--- src/rtl/capture_pkg.sv ---
// capture_pkg: shared constants for the capture sequencer.
//   - Command opcodes carried on i_cmd_op.
//   - State encodings reported on o_state.
//   - Default sampling prescaler.
package capture_pkg;

    localparam logic [7:0] OP_SET_START = 8'h01;
    localparam logic [7:0] OP_SET_END   = 8'h02;
    localparam logic [7:0] OP_SET_LIMIT = 8'h03;
    localparam logic [7:0] OP_SET_PRESC = 8'h04;
    localparam logic [7:0] OP_ARM       = 8'h10;
    localparam logic [7:0] OP_ABORT     = 8'h11;

    localparam logic [2:0] ST_IDLE       = 3'd0;
    localparam logic [2:0] ST_CLEAR      = 3'd1;
    localparam logic [2:0] ST_ARMED      = 3'd2;
    localparam logic [2:0] ST_CAPTURE    = 3'd3;
    localparam logic [2:0] ST_DRAIN_REQ  = 3'd4;
    localparam logic [2:0] ST_DRAIN_WAIT = 3'd5;
    localparam logic [2:0] ST_DRAIN_HOLD = 3'd6;

    localparam logic [31:0] PRESC_DEFAULT = 32'd1;

endpackage

--- src/rtl/capture_sequencer_fifo_drain.sv ---
// fifo_drain: moves words from the capture FIFO to the host valid/ready port.
//   i_state              current sequencer state (acts only in DRAIN_* states)
//   i_abort              accepted ABORT this cycle; drops any pending host word
//   i_load/i_load_word   push a word straight into the host holding register
//   i_fifo_empty/i_fifo_q FIFO status and read data (data one cycle after read)
//   i_data_ready         host accept
//   o_fifo_read          FIFO read strike, only when FIFO is non-empty
//   o_data/o_data_valid  host word and valid, held stable until accepted
//   o_next_state         drain-phase next state (IDLE once the FIFO is empty)
//   o_finish             FIFO found empty in DRAIN_REQ: capture complete
module fifo_drain
    import capture_pkg::*;
#(
    parameter int DATA_W = 32
) (
    input  logic              i_clk,
    input  logic              _mrst,
    input  logic [2:0]        i_state,
    input  logic              i_abort,
    input  logic              i_load,
    input  logic [DATA_W-1:0] i_load_word,
    input  logic              i_fifo_empty,
    input  logic [DATA_W-1:0] i_fifo_q,
    input  logic              i_data_ready,
    output logic              o_fifo_read,
    output logic [DATA_W-1:0] o_data,
    output logic              o_data_valid,
    output logic [2:0]        o_next_state,
    output logic              o_finish
);

    logic [DATA_W-1:0] data_q, data_d;
    logic              valid_q, valid_d;

    always_comb begin
        data_d       = data_q;
        valid_d      = valid_q;
        o_next_state = ST_IDLE;
        o_finish     = 1'b0;
        o_fifo_read  = (i_state == ST_DRAIN_REQ) && !i_fifo_empty && !i_abort;
        case (i_state)
            ST_DRAIN_REQ: begin
                if (i_fifo_empty) o_finish = 1'b1;
                else              o_next_state = ST_DRAIN_WAIT;
            end
            ST_DRAIN_WAIT: begin
                data_d       = i_fifo_q;
                valid_d      = 1'b1;
                o_next_state = ST_DRAIN_HOLD;
            end
            ST_DRAIN_HOLD: begin
                if (i_data_ready) begin
                    valid_d      = 1'b0;
                    o_next_state = ST_DRAIN_REQ;
                end else begin
                    o_next_state = ST_DRAIN_HOLD;
                end
            end
            default: ;
        endcase
        if (i_load) begin
            data_d  = i_load_word;
            valid_d = 1'b1;
        end
        // Abort wins over everything: the held word is discarded.
        if (i_abort) valid_d = 1'b0;
    end

    always_ff @(posedge i_clk or negedge _mrst) begin
        if (!_mrst) begin
            data_q  <= '0;
            valid_q <= 1'b0;
        end else begin
            data_q  <= data_d;
            valid_q <= valid_d;
        end
    end

    assign o_data       = data_q;
    assign o_data_valid = valid_q;

endmodule

--- src/rtl/capture_sequencer.sv ---
// capture_sequencer: host-side controller for one logic-analyzer channel and
// its capture FIFO. Holds trigger / limit / prescaler config written via a
// 32-bit command port, sequences clear -> arm -> capture -> drain, and streams
// FIFO words to the host over valid/ready.
//   Command:  i_cmd_valid/i_cmd_op/i_cmd_arg in, o_cmd_ready out
//   Config:   o_start_trig_*, o_end_trig_*, o_sample_limit, o_do_sample_limit,
//             o_time_prescaler
//   Channel:  o_chan_rst_n, o_fifo_clear, i_run
//   FIFO:     i_fifo_empty, o_fifo_read, i_fifo_q
//   Host:     o_data, o_data_valid, i_data_ready
//   Status:   o_state, o_done (1-cycle pulse), o_err (sticky, cleared by ARM)
// Optional: define CAPTURE_TIMESTAMP_EN to emit the ARMED->CAPTURE latency
// (in cycles) as the first host word of every capture.
module capture_sequencer
    import capture_pkg::*;
#(
    parameter int CLR_CYCLES  = 4,
    parameter int ARM_TIMEOUT = 0,
    parameter int DATA_W      = 32
) (
    input  logic              i_clk,
    input  logic              _mrst,
    input  logic              i_cmd_valid,
    input  logic [7:0]        i_cmd_op,
    input  logic [31:0]       i_cmd_arg,
    output logic              o_cmd_ready,
    output logic [2:0]        o_start_trig_idx,
    output logic              o_start_trig_edge,
    output logic              o_start_trig_en_n,
    output logic [2:0]        o_end_trig_idx,
    output logic              o_end_trig_edge,
    output logic              o_end_trig_en_n,
    output logic [31:0]       o_sample_limit,
    output logic              o_do_sample_limit,
    output logic [31:0]       o_time_prescaler,
    output logic              o_chan_rst_n,
    output logic              o_fifo_clear,
    input  logic              i_run,
    input  logic              i_fifo_empty,
    output logic              o_fifo_read,
    input  logic [DATA_W-1:0] i_fifo_q,
    output logic [DATA_W-1:0] o_data,
    output logic              o_data_valid,
    input  logic              i_data_ready,
    output logic [2:0]        o_state,
    output logic              o_done,
    output logic              o_err
);

    localparam int              CLR_W    = (CLR_CYCLES > 1) ? $clog2(CLR_CYCLES) : 1;
    localparam logic [CLR_W-1:0] CLR_LAST = CLR_W'(CLR_CYCLES - 1);
    localparam logic [31:0]     TMO_LAST = 32'(ARM_TIMEOUT) - 32'd1;

    logic [2:0]       state_q, state_d;
    logic [CLR_W-1:0] clr_cnt_q, clr_cnt_d;
    logic             clr_to_idle_q, clr_to_idle_d;   // CLEAR exits to IDLE, not ARMED
    logic [31:0]      tmo_q, tmo_d;
    logic             err_q, err_d;
    logic             done_q, done_d;
    logic             chan_rst_n_q, chan_rst_n_d;
    logic             fifo_clear_q, fifo_clear_d;
    logic [2:0]       start_idx_q, start_idx_d, end_idx_q, end_idx_d;
    logic             start_edge_q, start_edge_d, end_edge_q, end_edge_d;
    logic             start_en_n_q, start_en_n_d, end_en_n_q, end_en_n_d;
    logic [31:0]      limit_q, limit_d, presc_q, presc_d;
    logic             do_limit_q, do_limit_d;

    logic              cmd_acc, abort_acc;
    logic [2:0]        drain_next, capture_next;
    logic              drain_finish, ts_load;
    logic [DATA_W-1:0] ts_word;

    assign o_cmd_ready = (state_q == ST_IDLE) || (i_cmd_op == OP_ABORT);
    assign cmd_acc     = i_cmd_valid && o_cmd_ready;
    assign abort_acc   = cmd_acc && (i_cmd_op == OP_ABORT);

`ifdef CAPTURE_TIMESTAMP_EN
    // Counts ARMED cycles; stops counting once i_run is seen, so it holds the
    // arm-to-run latency through the drain.
    logic [31:0] ts_q, ts_d;
    always_comb begin
        ts_d = ts_q;
        if (state_q == ST_CLEAR && state_d == ST_ARMED)
            ts_d = '0;
        else if (state_q == ST_ARMED && !i_run && ts_q != '1)
            ts_d = ts_q + 32'd1;
    end
    always_ff @(posedge i_clk or negedge _mrst) begin
        if (!_mrst) ts_q <= '0;
        else        ts_q <= ts_d;
    end
    assign ts_load      = (state_q == ST_CAPTURE) && !i_run;
    assign ts_word      = DATA_W'(ts_q);
    assign capture_next = ST_DRAIN_HOLD;   // timestamp goes out before the FIFO words
`else
    assign ts_load      = 1'b0;
    assign ts_word      = '0;
    assign capture_next = ST_DRAIN_REQ;
`endif

    fifo_drain #(.DATA_W(DATA_W)) u_drain (
        .i_clk        (i_clk),
        ._mrst        (_mrst),
        .i_state      (state_q),
        .i_abort      (abort_acc),
        .i_load       (ts_load),
        .i_load_word  (ts_word),
        .i_fifo_empty (i_fifo_empty),
        .i_fifo_q     (i_fifo_q),
        .i_data_ready (i_data_ready),
        .o_fifo_read  (o_fifo_read),
        .o_data       (o_data),
        .o_data_valid (o_data_valid),
        .o_next_state (drain_next),
        .o_finish     (drain_finish)
    );

    always_comb begin
        state_d       = state_q;
        clr_cnt_d     = clr_cnt_q;
        clr_to_idle_d = clr_to_idle_q;
        tmo_d         = tmo_q;
        err_d         = err_q;
        done_d        = 1'b0;
        start_idx_d   = start_idx_q;
        start_edge_d  = start_edge_q;
        start_en_n_d  = start_en_n_q;
        end_idx_d     = end_idx_q;
        end_edge_d    = end_edge_q;
        end_en_n_d    = end_en_n_q;
        limit_d       = limit_q;
        do_limit_d    = do_limit_q;
        presc_d       = presc_q;
        case (state_q)
            ST_IDLE: begin
                if (cmd_acc) begin
                    case (i_cmd_op)
                        OP_SET_START: begin
                            start_idx_d  = i_cmd_arg[2:0];
                            start_edge_d = i_cmd_arg[3];
                            start_en_n_d = ~i_cmd_arg[4];
                        end
                        OP_SET_END: begin
                            end_idx_d  = i_cmd_arg[2:0];
                            end_edge_d = i_cmd_arg[3];
                            end_en_n_d = ~i_cmd_arg[4];
                        end
                        OP_SET_LIMIT: begin
                            limit_d    = i_cmd_arg;
                            do_limit_d = (i_cmd_arg != '0);
                        end
                        OP_SET_PRESC: presc_d = (i_cmd_arg == '0) ? PRESC_DEFAULT : i_cmd_arg;
                        OP_ARM: begin
                            state_d       = ST_CLEAR;
                            clr_cnt_d     = '0;
                            clr_to_idle_d = 1'b0;
                            err_d         = 1'b0;
                        end
                        OP_ABORT: ;
                        default:  err_d = 1'b1;
                    endcase
                end
            end
            ST_CLEAR: begin
                if (clr_cnt_q == CLR_LAST) begin
                    state_d = clr_to_idle_q ? ST_IDLE : ST_ARMED;
                    tmo_d   = '0;
                end else begin
                    clr_cnt_d = clr_cnt_q + 1'b1;
                end
            end
            ST_ARMED: begin
                // i_run has priority over a timeout expiring in the same cycle.
                if (i_run) begin
                    state_d = ST_CAPTURE;
                end else if (ARM_TIMEOUT != 0 && tmo_q >= TMO_LAST) begin
                    err_d         = 1'b1;
                    state_d       = ST_CLEAR;
                    clr_cnt_d     = '0;
                    clr_to_idle_d = 1'b1;
                end else if (tmo_q != '1) begin
                    tmo_d = tmo_q + 32'd1;
                end
            end
            ST_CAPTURE: if (!i_run) state_d = capture_next;
            default: begin
                state_d = drain_next;
                done_d  = drain_finish;
            end
        endcase
        if (abort_acc) begin
            state_d       = ST_CLEAR;
            clr_cnt_d     = '0;
            clr_to_idle_d = 1'b1;
            done_d        = 1'b0;
        end
    end

    // Channel/FIFO controls are registered from the next state so they line
    // up exactly with the cycles spent in each state.
    assign fifo_clear_d = (state_d == ST_CLEAR);
    assign chan_rst_n_d = (state_d >= ST_ARMED);

    always_ff @(posedge i_clk or negedge _mrst) begin
        if (!_mrst) begin
            state_q       <= ST_IDLE;
            clr_cnt_q     <= '0;
            clr_to_idle_q <= 1'b0;
            tmo_q         <= '0;
            err_q         <= 1'b0;
            done_q        <= 1'b0;
            chan_rst_n_q  <= 1'b0;
            fifo_clear_q  <= 1'b1;
            start_idx_q   <= '0;
            start_edge_q  <= 1'b0;
            start_en_n_q  <= 1'b1;
            end_idx_q     <= '0;
            end_edge_q    <= 1'b0;
            end_en_n_q    <= 1'b1;
            limit_q       <= '0;
            do_limit_q    <= 1'b0;
            presc_q       <= PRESC_DEFAULT;
        end else begin
            state_q       <= state_d;
            clr_cnt_q     <= clr_cnt_d;
            clr_to_idle_q <= clr_to_idle_d;
            tmo_q         <= tmo_d;
            err_q         <= err_d;
            done_q        <= done_d;
            chan_rst_n_q  <= chan_rst_n_d;
            fifo_clear_q  <= fifo_clear_d;
            start_idx_q   <= start_idx_d;
            start_edge_q  <= start_edge_d;
            start_en_n_q  <= start_en_n_d;
            end_idx_q     <= end_idx_d;
            end_edge_q    <= end_edge_d;
            end_en_n_q    <= end_en_n_d;
            limit_q       <= limit_d;
            do_limit_q    <= do_limit_d;
            presc_q       <= presc_d;
        end
    end

    assign o_start_trig_idx  = start_idx_q;
    assign o_start_trig_edge = start_edge_q;
    assign o_start_trig_en_n = start_en_n_q;
    assign o_end_trig_idx    = end_idx_q;
    assign o_end_trig_edge   = end_edge_q;
    assign o_end_trig_en_n   = end_en_n_q;
    assign o_sample_limit    = limit_q;
    assign o_do_sample_limit = do_limit_q;
    assign o_time_prescaler  = presc_q;
    assign o_chan_rst_n      = chan_rst_n_q;
    assign o_fifo_clear      = fifo_clear_q;
    assign o_state           = state_q;
    assign o_done            = done_q;
    assign o_err             = err_q;

endmodule
--- config.mk ---
export PLATFORM = sky130hd
export DESIGN_NAME = capture_sequencer
export DESIGN_NICKNAME = d
export VERILOG_FILES = /design/src/rtl/capture_pkg.sv /design/src/rtl/capture_sequencer_fifo_drain.sv /design/src/rtl/capture_sequencer.sv
export SDC_FILE = /design/constraint.sdc
export NUM_CORES = 1
export LEC_CHECK = 0
export CELL_PAD_IN_SITES_DETAIL_PLACEMENT = 0
export CELL_PAD_IN_SITES_GLOBAL_PLACEMENT = 1
export CORE_MARGIN = 5
export CORE_UTILIZATION = 31
export DETAILED_ROUTE_END_ITERATION = 7
export HOLD_SLACK_MARGIN = 0.06
export PLACE_DENSITY = 0.85
export REMOVE_ABC_BUFFERS = 1
export SLEW_MARGIN = 15
export SYNTH_ARGS = -nofsm -noshare
export SYNTH_HDL_FRONTEND = slang
export SYNTH_HIERARCHICAL = 1
export SYNTH_SLANG_ARGS = --single-unit
--- constraint.sdc ---
create_clock -name i_clk -period 1.85 [get_ports i_clk]
set_input_delay 0.37 -clock i_clk [delete_from_list [all_inputs] [get_ports i_clk]]
set_output_delay 0.37 -clock i_clk [all_outputs]
set_load 0.02 [all_outputs]
==> flow_summary_export.csv <==
group,metric,value,unit
detailed_routing,drt_wl_total,14900,um
run,cap_violations,0,
placement,port_buffers,194,
clock_tree,htreeDepth,4,
global_route,track_usage,15.2,%
global_route,grtUsageMet1,19.4,%
synthesis,ys.flop_type,"dfrtp_1",
setup_path,worst-path-buf-inv,0,
power,swShare,27.5,%
detailed_routing,wire_per_inst,16.1,um
detailed_routing,num_vias,4183,
synthesis,synth_cell_types,51,
power,clock_power_share,40.4,%
setup_path,rr_worst_depth,4,
layout,layout_commonest_cell,"clkdlybuf4s50_1",
power,leakage,4.19,nW
power,ir_drop,0.534,mV
synthesis,ys_warn_count,6,
power,pwr-share-seq,36.4,%
sta,rsz0062_at_grt,"yes",
setup_path,startpoint,"o_state[2]",
setup_path,arrival,2.12,ns
setup_path,reg2reg_slack,0.01,ns
clock_tree,cts_buffers,17,
sta,layout_worst_path_cycle_share,99.3,%
setup_path,endpoint_kind,"flop",
placement,place_ws,-0.694,ns
placement,gp_congestion,0.883,
detailed_routing,viasPerCell,4.52,
floorplanning,die_area,19700,um2
layout,nNetsFinal,771,
placement,dp.cells,887,
sta,fin_tns_setup,0,ns
setup_path,required,2.13,ns
global_route,gr-total-overflow,0,
global_route,grt_pass1_wl,24100,um
sta,finalClockSkew,0.0175,ns
setup_path,slowest_stage,"or4b_4",
sta,setup_viol_count_final,0,
sta,layout_setup_ws,0.0127,ns
detailed_routing,postRouteAntennaNets,0,
layout,fin_area,8720,um2
global_route,use_met3,5.21,%
floorplanning,die_x,140,um
placement,hpwl,10800,um
detailed_routing,firstDrtPassIters,4,
layout,antenna-diode-count,0,
synthesis,avgSynthCellArea,13.2,um2
detailed_routing,drt_iter0_drc,143,
synthesis,synth_edf_count,0,
setup_path,endpoint,"clr_cnt_q[0]",
detailed_routing,drc_errors,0,
layout,final_util,52.6,%
sta,fin_crit,1.84,ns
setup_path,r2r_start,"o_state[2]",
placement,place_area,7950,um2
min_path,hp-class,"in -> async",
power,power.density,943,nW/um2
layout,drive_above_1_share,28.7,%
floorplanning,initial_core_util,31.7,%
clock_tree,cts_max_path_buffers,2,
setup_path,crit_type,"reg -> reg",
layout,fillCellCount,1422,
setup_path,cpPeakStageDelay,0.60,ns
sta,slew-limit-headroom,66.5,%
clock_tree,insertion_delay,0.42,ns
floorplanning,rows,47,
setup_path,crit_chain,"or4b_4 -> a211oi_4 -> nor2_2 -> mux2_4",
synthesis,synthArstFlopShare,100,%
power,p_sw,0.00226,W
layout,final_cell_mix,"175 x clkdlybuf4s50_1, 111 x dfrtp_1, 60 x buf_4",
sta,hold_viol_final,0,
setup_path,worst_setup_path_start_kind,"flop",
clock_tree,cts_tree,"built",
floorplanning,core,16600,um2
run_status,status,"finished clean",
synthesis,synthesis.area,5260,um2
clock_tree,cts_root_buffer,"clkbuf_16",
setup_path,cp_top_family,"simple AND/OR/NAND/NOR gates",
sta,slew_violations,0,
sta,tightest_slew,0.496,ns
power,p_comb_share,23.2,%
layout,syn_to_final_growth,65.9,%
synthesis,synth_seq_area_share,56.3,%
clock_tree,cts.sinks,118,
clock_tree,path_clk_slew,0.06,ns
setup_path,r2r_end,"clr_cnt_q[0]",
global_route,grt.busiest_layer,"met2",
layout,final_cells,925,
synthesis,synth_seq_cells,118,
floorplanning,die_y,140,um
global_route,grt_max_degree,63,
sta,max_freq,544,MHz
floorplanning,pin_count,195,
global_route,antenna_found_initial,0,
setup_path,cp.depth,4,
setup_path,path_max_fanout,6,
power,internal_power,0.00596,W
synthesis,netlist_instances,399,
global_route,grt.met2_usage,24.4,%
global_route,grt_pass1_vias,4550,
sequential cells by signal (all words and copies together) (netlist names), 2 cells and up:
| signal | count |
|---|---|
| o_sample_limit | 32 |
| o_time_prescaler | 32 |
| u_drain/o_data | 32 |
| o_end_trig_idx | 3 |
| o_start_trig_idx | 3 |
| o_state | 3 |
| clr_cnt_q | 2 |
power groups by stage:
stage               clock, W  sequential (W)  combinational [W]
finish               0.00332         0.00300            0.00191
global placement           0         0.00301            0.00183
floorplan                  0         0.00328           0.000553
CTS                  0.00340         0.00299            0.00187
global route         0.00350         0.00303            0.00205
detailed placement         0         0.00302            0.00186
synthesized netlist by cell type (all sizes together), types with 5 or more instances:
library cell  instances  area share (%)
dfrtp               114              54
mux2                 73              18
nand2                43             3.1
o21ai                37             3.5
mux2i                33             6.3
buf                  16             3.0
nor2                 11            0.79
nor4                 10             1.5
nor3                  6            0.79
clkbuf                5            0.36
worst register-to-register path, cell delays in order, from the launching register on:
cell	delay, ns
dfrtp_2	0.45
or4b_4	0.60
a211oi_4	0.25
nor2_2	0.09
mux2_4	0.32
per-stage QoR:
stage               power, W  hold slack (ns)
floorplan            0.00383           0.0744
detailed placement   0.00488            0.176
global route         0.00858            0.307
finish               0.00822            0.314
CTS                  0.00826            0.290
global placement     0.00483            0.175
metal layers:
metal / vias up / part of all wire, %
met1: 2052 / 43
met4: 0 / 0.97
met2: 133 / 48
met3: 16 / 7.7
li1: 1982 / -
met5: - / 0
how the worst min path moves through the flow:
stage | endpoint | slack [ns] | cells after the start | from
2_1_floorplan | clr_cnt_q[0] | 0.07 | 0 | _mrst
3_3_place_gp | o_done | 0.17 | 1 | _mrst
3_5_place_dp | o_done | 0.18 | 1 | _mrst
4_1_cts | o_done | 0.29 | 2 | _mrst
5_1_grt | o_done | 0.31 | 2 | _mrst
6_report | o_done | 0.31 | 2 | _mrst
area by class of cell:
class | instances | area [um2] | share of cell area (%)
clock buffers | 19 | 443 | 5.08
clock inverters | 13 | 156 | 1.79
inverters | 4 | 15.0 | 0.172
multi-input cells | 289 | 2330 | 26.7
flip-flops and latches | 118 | 2960 | 34.0
well taps | 220 | 275 | 3.16
repair buffers | 262 | 2540 | 29.2
repair_timing:
action                                  CTS  global route
buffers inserted                          3             3
hold buffers                              1             0
gates cloned                              2             0
hold endpoints to repair                114             0
gates resized for setup                  42            15
pin swaps                                 8             9
endpoints found under the setup margin   80            41
kinds of logic after synthesis:
kind of cell | after synthesis | share of synthesized area (%)
flops | 118 | 56.3
buf+inv | 25 | 3.62
simple gates | 96 | 10.0
mux | 106 | 24.1
other cells | 1 | 0.0713
compound gates | 52 | 5.71
fa+ha+maj | 1 | 0.238
Note: power is estimated with default switching activity, not from simulation.
